$ cat config.mk
export PLATFORM = sky130hd
export DESIGN_NAME = twos_to_adc_offset
export DESIGN_NICKNAME = d
export VERILOG_FILES = /design/src/rtl/twos_to_adc_offset_pkg.sv /design/src/rtl/twos_to_adc_offset_sat_negate.sv /design/src/rtl/twos_to_adc_offset.sv
export SDC_FILE = /design/constraint.sdc
export NUM_CORES = 1
export LEC_CHECK = 0
export CORE_MARGIN = 1
export CORE_UTILIZATION = 40
export CTS_BUF_LIST = sky130_fd_sc_hd__clkbuf_8
export DETAILED_ROUTE_END_ITERATION = 8
export PLACE_DENSITY = 0.77
export SLEW_MARGIN = 20
export SYNTH_ARGS = -nofsm -noshare
export SYNTH_HDL_FRONTEND = slang
export SYNTH_SLANG_ARGS = --single-unit
$ cat constraint.sdc
create_clock -name clk -period 0.8 [get_ports clk]
set_input_delay 0.16 -clock clk [delete_from_list [all_inputs] [get_ports clk]]
set_output_delay 0.16 -clock clk [all_outputs]
set_load 0.05 [all_outputs]
$ cat src/rtl/twos_to_adc_offset_pkg.sv
// Shared helpers for the two's-complement / offset-binary converter.
// Width-generic masks are built at elaboration from 64-bit helpers.
package twos_to_adc_offset_pkg;

  localparam int MAX_W  = 64;
  localparam int SPGD_W = 14;

  typedef enum logic {
    DIR_TO_OFFSET = 1'b0,
    DIR_TO_TWOS   = 1'b1
  } dir_e;

  function automatic logic [MAX_W-1:0] msb_flip(
    input logic [MAX_W-1:0] x,
    input int               w
  );
    return x ^ (64'd1 << (w - 1));
  endfunction

  function automatic logic [MAX_W-1:0] min_s(input int w);
    return 64'd1 << (w - 1);
  endfunction

  function automatic logic [MAX_W-1:0] max_s(input int w);
    return min_s(w) - 64'd1;
  endfunction

  localparam logic [SPGD_W-1:0] MIN_S = {1'b1, {(SPGD_W-1){1'b0}}};
  localparam logic [SPGD_W-1:0] MAX_S = {1'b0, {(SPGD_W-1){1'b1}}};

endpackage

$ cat src/rtl/twos_to_adc_offset_sat_negate.sv
// Saturating two's-complement negation; the most-negative code
// maps to the most-positive one and raises o_sat.
module twos_to_adc_offset_sat_negate
  import twos_to_adc_offset_pkg::*;
#(
  parameter int W = 14
) (
  input  logic [W-1:0] i_s,
  output logic [W-1:0] o_n,
  output logic         o_sat
);

  localparam logic [MAX_W-1:0] MIN64 = min_s(W);
  localparam logic [MAX_W-1:0] MAX64 = max_s(W);
  localparam logic [W-1:0]     MIN_V = MIN64[W-1:0];
  localparam logic [W-1:0]     MAX_V = MAX64[W-1:0];

  logic w_is_min;

  assign w_is_min = (i_s == MIN_V);
  assign o_sat    = w_is_min;
  assign o_n      = w_is_min ? MAX_V : -i_s;

endmodule

$ cat src/rtl/twos_to_adc_offset.sv
// Two's-complement <-> offset-binary converter with optional
// saturating inversion and a registered valid qualifier.
module twos_to_adc_offset
  import twos_to_adc_offset_pkg::*;
#(
  parameter int WIRE_WIDTH = 14,
  parameter bit REGISTERED = 1'b1
) (
  input  logic                  clk,
  input  logic                  rst_n,
  input  logic                  in_valid,
  input  logic                  dir,
  input  logic                  invert,
  input  logic [WIRE_WIDTH-1:0] data_in,
  output logic [WIRE_WIDTH-1:0] data_out,
  output logic                  out_valid,
  output logic                  sat
);

  localparam int W = WIRE_WIDTH;
  localparam logic [MAX_W-1:0] MSB64 = msb_flip('0, W);
  localparam logic [W-1:0]     MSB   = MSB64[W-1:0];

  logic [W-1:0] w_s;
  logic [W-1:0] w_neg;
  logic         w_neg_sat;
  logic [W-1:0] w_n;
  logic         w_sat;
  logic [W-1:0] w_res;
  logic         r_valid;

  assign w_s = (dir == DIR_TO_TWOS) ? (data_in ^ MSB) : data_in;

  twos_to_adc_offset_sat_negate #(
    .W (W)
  ) u_neg (
    .i_s   (w_s),
    .o_n   (w_neg),
    .o_sat (w_neg_sat)
  );

  assign w_n   = invert ? w_neg : w_s;
  assign w_sat = invert & w_neg_sat;
  assign w_res = (dir == DIR_TO_TWOS) ? w_n : (w_n ^ MSB);

  always_ff @(posedge clk or negedge rst_n) begin
    if (!rst_n) r_valid <= 1'b0;
    else        r_valid <= in_valid;
  end

  assign out_valid = r_valid;

  if (REGISTERED) begin : g_reg
    logic [W-1:0] r_data;
    logic         r_sat;

    always_ff @(posedge clk or negedge rst_n) begin
      if (!rst_n) begin
        r_data <= '0;
        r_sat  <= 1'b0;
      end else if (in_valid) begin
        r_data <= w_res;
        r_sat  <= w_sat;
      end else begin
        r_sat  <= 1'b0;
      end
    end

    assign data_out = r_data;
    assign sat      = r_sat;
  end else begin : g_comb
    assign data_out = w_res;
    assign sat      = w_sat;
  end

endmodule

==> results of run 1 <==
cells in the mapped netlist, drive strengths merged, types with 2 or more instances:
library cell / count
xnor2: 7
or3: 3
nor2: 10
dfrtp: 16
xor2: 4
o31ai: 6
clkbuf: 4
nand2: 2
o22a: 6
a31oi: 6
or4: 2
o21ai: 3
nor3: 2
inv: 5
cells by family after synthesis:
logic type,count (synthesis)
DFF,16
adders and majority gates,1
and+or+nand+nor,25
AOI/OAI and AO/OA,27
xor gates and xnor gates,11
muxes,1
buffers and inverters,10
repair_timing:
action | 4_1_cts
resized for setup | 53
pin swaps | 21
endpoints found under the hold margin | 0
cloned | 0
setup endpoints to repair | 31
buffers inserted | 8
per-stage QoR:
step / utilization, % / setup slack (ps) / std cells / TNS [ps]
4_1_cts: 91.7 / -768 / 187 / -12880
3_3_place_gp: 82.8 / -1550 / 176 / -22870
3_5_place_dp: 82.8 / -1590 / 176 / -22900
2_1_floorplan: - / -875 / 91 / -12310
==> impl_metrics.ini, run 1 <==
[logic_synthesis]
synth-simple-area-share_pct = 15.8
netlist.area_leader.share_pct = 44.4
synth_ff_type = dfrtp_1
syn-num-nets = 111
syn_inst = 91
yosysSeqAreaShare_pct = 44.4
synth_compound_area_share_pct = 22.2
synth_edf_count = 0
ys_top_cells_by_area = dfrtp_1 (44%), xnor2_1 (6.8%), o22a_1 (5.8%)
synthAdderAreaFrac_pct = 1.39
synth_top_family_by_area = compound AO/OA/AOI/OAI gates
yosys_warnings = 0
syn_area_um2 = 902
synth_mux_area_share_pct = 1.11
synth_cell_types = 31
synthXorXnorAreaFrac_pct = 10.7
syn-mean-instance-area_um2 = 9.91
synth_top_cell_by_area = dfrtp_1
ys_seq_elements = 16
ys_async_sr_fraction_pct = 100

[die]
die_x_um = 49.5
io_pins = 35
start_util_pct = 44.2
die_y_um = 49.5
rows = 16

[grt]
antenna_found_initial = 1
grt_max_degree = 17

[placed_design]
dp_hpwl_mm = 2.45
gp_congestion = 0.822
placed_area_um2 = 1690
port_buffers = 34

[run_status]
lastStage = global routing
run.stop_error = [ERROR DPL-0033] detailed placement checks failed during check placement.
status = stopped before the end

[clocking]
postCtsHoldBufs = 0
clockBufferDepth = 2
cts_root_buf = clkbuf_8
cts_made_buffers = 3
cts.sinks = 16
h-tree-depth = 1

[sta]
grt-worst-endpoint = data_out[3]$_DFFE_PN0P_/D
worstEpCategory = sequential cell input
==> inputs of run 2 (changes only) <==
--- a/config.mk
+++ b/config.mk
@@ -5,11 +5,10 @@
 export SDC_FILE = /design/constraint.sdc
 export NUM_CORES = 1
 export LEC_CHECK = 0
-export CORE_MARGIN = 1
-export CORE_UTILIZATION = 40
-export CTS_BUF_LIST = sky130_fd_sc_hd__clkbuf_8
+export CORE_AREA = 2 2 63 65
 export DETAILED_ROUTE_END_ITERATION = 8
-export PLACE_DENSITY = 0.77
+export DIE_AREA = 0 0 65 67
+export PLACE_DENSITY_LB_ADDON = 0.15
 export SLEW_MARGIN = 20
 export SYNTH_ARGS = -nofsm -noshare
 export SYNTH_HDL_FRONTEND = slang
==> constraint.sdc (replaced) <==
create_clock -name clk -period 1.04 [get_ports clk]
set_input_delay 0.208 -clock clk [delete_from_list [all_inputs] [get_ports clk]]
set_output_delay 0.208 -clock clk [all_outputs]
set_load 0.05 [all_outputs]
==> impl_metrics.ini, run 2 <==
[setup_path]
cpPeakStageDelay_ps = 400
r2r-end = data_out[13]
cp-end-kind = register
cp_cell_sequence = buf_12 > inv_12 > ha_4 > or3b_4 > buf_6 > buf_6 > o31ai_4 > xor2_2 > a31oi_4
critPathTopFamily = buffers and inverters
start_kind = input port
crit_top_cell = buf_6
required_ps = 1170
critPathBufInv = 4
cp.depth = 9
startpoint = data_in[1]
worstSetupPathType = in -> reg
crit_slowest_cell = or3b_4
critical_path_arrival_ps = 1640
r2r_start = data_out[13]
crit_end = data_out[8]
reg2reg_depth = 3
worst-path-max-fanout = 3
r2r_slack_ps = 80

[routing]
totalWireLength_mm = 3.08
drt_iter0_drc = 32
firstDrtPassIters = 4
ant_nets = 0
routed_via_density = 4.67
wl_per_cell_um = 14.6
drc = 0
num_vias = 985

[placed_design]
pre_cts_ws_ps = -1360
gp_congestion = 0.792
placed_area_um2 = 1710
dp_hpwl_mm = 2.02
port_buffers = 34

[clocking]
cts_made_buffers = 3
cts_root_buf = clkbuf_8
clkLatencyLatePin_ps = 260
cts.sinks = 16
cts_tree = built
postCtsHoldBufs = 0
clk_pin_slew_worst_paths_ps = 70
h-tree-depth = 1
clockBufferDepth = 2

[logic_synthesis]
synthTopCellsByCount = dfrtp_1 (16), nor2_1 (10), xnor2_1 (7)
ys_top_cells_by_area = dfrtp_1 (44%), xnor2_1 (6.8%), o22a_1 (5.8%)
syn_area_um2 = 902
yosysSeqAreaShare_pct = 44.4
syn-num-nets = 111
synth_top_cell_by_area = dfrtp_1
ys_seq_elements = 16
synth_cell_types = 31
yosys_warnings = 0
yosysMostFrequentCell = dfrtp_1
syn_inst = 91
synth_ff_type = dfrtp_1
syn-mean-instance-area_um2 = 9.91
netlist.area_leader.share_pct = 44.4
ys_async_sr_fraction_pct = 100
synth_edf_count = 0

[hold_path]
hold_path_class = in -> async

[pwr]
finalPower_w = 0.00239
vdd.ir_drop.worst_v = 0.000419
leakagePower_nw = 0.863
powerDensity_nw_per_um2 = 1150

[die]
coreArea_um2 = 3610
start_util_pct = 25.0
rows = 22
io_pins = 35
die_area_um2 = 4360
die_x_um = 65
die_y_um = 67

[sta]
finalHoldViolCount = 0
fin_worst_skew_ps = 0
setup_viol = 19
finalCriticalPeriod_ps = 1520
worst_slew_pin_slew_ps = 345
holdWs_ps = 277
fmax_mhz = 659
post-route-period-util_pct = 146
relSlewSlack_pct = 77.0
finalMaxSlewViolations = 0
rsz0062_at_grt = true
setup_ws_ps = -477
setup_tns_ps = -6180

[final_layout]
drive_above_1_share_pct = 59.5
ff_latch_area_um2 = 400
area.growth.synth_to_final_pct = 131
n_antenna_cell = 0
multi_input_area_um2 = 716
final_common_cell = buf_4
largest_register_ffs = 14
design_area_um2 = 2080
nFillCells = 292
nNetsFinal = 184
layout_common_cells = buf_4 (35), buf_12 (18), dfrtp_1 (16), nor2_1 (9), xnor2_1 (7)

[grt]
groute.usage.overall_pct = 14.9
overflow = 0
antenna_found_initial = 0
first_global_vias = 999
grt_max_degree = 20
grt_pass1_wl_mm = 4.84

[run_status]
failed_checks = negative setup slack
status = finished with violations

[job]
drv_cap = 0
## run 2: cell counts after synthesis
No cell type changed its count.
## run 2: worst min path at each step
stage                 from           end
6_report             rst_n  data_out[13]
5_1_grt              rst_n           sat
4_1_cts         data_in[0]   data_out[0]
3_5_place_dp   data_out[6]   data_out[6]
3_3_place_gp   data_out[5]   data_out[5]
2_1_floorplan        rst_n   data_out[0]
## run 2: metrics by stage
step,cells,util (%)
detailed placement,196,47.4
global placement,196,47.4
floorplan,91,-
finish,211,57.7
global route,211,57.7
CTS,206,53.2
## run 2: power breakdown
group	internal (W)	switching (W)
clock network	0.000337	0.000241
logic	0.000551	0.000503
registers	0.000689	0.0000733
total	0.00158	0.000817
## run 2: repair_timing
action                                  CTS  global route
setup buffers                             6             6
pin swaps                                18             9
resized for setup                        68            17
endpoints found under the setup margin   22            29
## run 2: final cells by class
cell class / count / share of cell area [%]
Clock buffer: 4 / 2.65
Inverter: 5 / 1.86
Multi-Input combinational cell: 65 / 34.4
Sequential cell: 16 / 19.2
Tap cell: 48 / 2.89
Timing Repair Buffer: 73 / 39.0
## run 2: logic make-up after synthesis
kind of cell | count (synthesis) | share of synthesized area, %
compound gates | 27 | 22.2
xor+xnor | 11 | 10.7
fa+ha+maj | 1 | 1.39
buf+inv | 10 | 4.44
flops | 16 | 44.4
mux | 1 | 1.11
simple gates | 25 | 15.8
## run 2: metal layers
metal  global-route usage (%)  vias up  wire [µm]
met5                        0        -          0
met2                     26.4       26       1610
met3                     2.20        5        123
li1                         -      479          -
met4                     7.18        0         58
met1                     17.4      475       1290
No activity file was read; power rests on OpenSTA's default activity.
==> inputs of run 3 (changes only) <==
--- a/config.mk
+++ b/config.mk
@@ -8,7 +8,7 @@
 export CORE_AREA = 2 2 63 65
 export DETAILED_ROUTE_END_ITERATION = 8
 export DIE_AREA = 0 0 65 67
-export PLACE_DENSITY_LB_ADDON = 0.15
+export PLACE_DENSITY_LB_ADDON = 0.1
 export SLEW_MARGIN = 20
 export SYNTH_ARGS = -nofsm -noshare
 export SYNTH_HDL_FRONTEND = slang
==> impl_metrics.ini, run 3 (synthesis results as in run 2) <==
[setup_path]
crit_slowest_cell = or4_4
critPathBufInv = 1
worstSetupPathType = in -> reg
cp-end-kind = register
critical_path_arrival_ps = 1690
cpPeakStageDelay_ps = 530
required_ps = 1200
start_kind = input port
worst-path-max-fanout = 3
cp_cell_sequence = clkdlybuf4s15_1 > or3_4 > or4_4 > and3_4 > o32ai_2
critPathTopFamily = simple AND/OR/NAND/NOR gates

[pwr]
leakagePower_nw = 0.858
vdd.ir_drop.worst_v = 0.000714
powerDensity_nw_per_um2 = 1130
finalPower_w = 0.00224

[clocking]
clockBufferDepth = 2
postCtsHoldBufs = 0
cts.sinks = 16
clkLatencyLatePin_ps = 250
cts_root_buf = clkbuf_8
clk_pin_slew_worst_paths_ps = 70
h-tree-depth = 1
cts_made_buffers = 3
cts_tree = built

[hold_path]
hold_path_class = in -> async

[final_layout]
layout_common_cells = buf_4 (33), buf_12 (19), dfrtp_1 (16), nor2_1 (9), xnor2_1 (7)
nFillCells = 307
n_antenna_cell = 0
area.growth.synth_to_final_pct = 120
drive_above_1_share_pct = 54.1
largest_register_ffs = 14
final_common_cell = buf_4
nNetsFinal = 181

[placed_design]
pre_cts_ws_ps = -1340
gp_congestion = 0.758
dp_hpwl_mm = 2.07
port_buffers = 34

[sta]
relSlewSlack_pct = 74.7
setup_ws_ps = -491
fmax_mhz = 653
rsz0062_at_grt = true
finalCriticalPeriod_ps = 1530
finalMaxSlewViolations = 0
setup_viol = 17
finalHoldViolCount = 0
post-route-period-util_pct = 147
fin_worst_skew_ps = 0
worst_slew_pin_slew_ps = 378

[routing]
firstDrtPassIters = 4
drc = 0
drt_iter0_drc = 27
ant_nets = 0
wl_per_cell_um = 13.3
totalWireLength_mm = 2.75
routed_via_density = 4.64
num_vias = 961

[grt]
antenna_found_initial = 0
groute.usage.overall_pct = 13.2
first_global_vias = 999
grt_pass1_wl_mm = 4.46
grt_max_degree = 17
overflow = 0

[die]
coreArea_um2 = 3610
rows = 22
io_pins = 35
die_y_um = 67
die_x_um = 65
start_util_pct = 25.0
die_area_um2 = 4360

[job]
drv_cap = 0

[run_status]
status = finished with violations
failed_checks = negative setup slack
## run 3: what timing repair did
action	in CTS	in global routing
setup endpoints to repair	17	26
resized for setup	55	15
pin swaps	17	9
buffers inserted	3	6
hold endpoints to repair	0	0
## run 3: path summary, 6_finish.rpt
check	startpoint	end	slack, ps	depth (start not counted)
setup reg to reg	data_out[13]	data_out[13]	40	3
min in group clk	data_in[0]	data_out[0]	300	4
hold / removal	rst_n	sat	290	2
setup / recovery	data_in[10]	data_out[12]	-490	5
max in group asynchronous	rst_n	data_out[7]	620	2
hold reg to reg	data_out[5]	data_out[5]	570	1
## run 3: area by class of cell
type	count	area [µm²]	area share (%)
repair buffers	70	797	40.2
inverters	5	43.8	2.21
multi-input cells	65	642	32.3
flip-flops and latches	16	400	20.2
clock buffers	3	41.3	2.08
well taps	48	60.1	3.03
## run 3: per-layer routing
layer	vias up	wire, µm	global-route usage [%]
met4	0	21	4.52
met3	2	147	2.53
met2	26	1350	22.7
met5	-	0	0
met1	458	1240	16.6
li1	475	-	-
## run 3: power breakdown
part | total [W] | switching (W) | internal [W]
registers | 0.000763 | 0.0000734 | 0.000690
clock network | 0.000475 | 0.000218 | 0.000257
logic | 0.00100 | 0.000476 | 0.000524
## run 3: through the flow
stage          area, µm²  hold slack, ps  instances  TNS [ps]  util [%]
5_1_grt             1980             303        207     -6700      55.0
3_5_place_dp        1710             553        196    -19490      47.4
6_report            1980             291        207     -5580      55.0
4_1_cts             1930             303        202     -5960      53.5
2_1_floorplan        947           -87.6         91     -9430         -
3_3_place_gp        1710             545        196    -19170      47.4
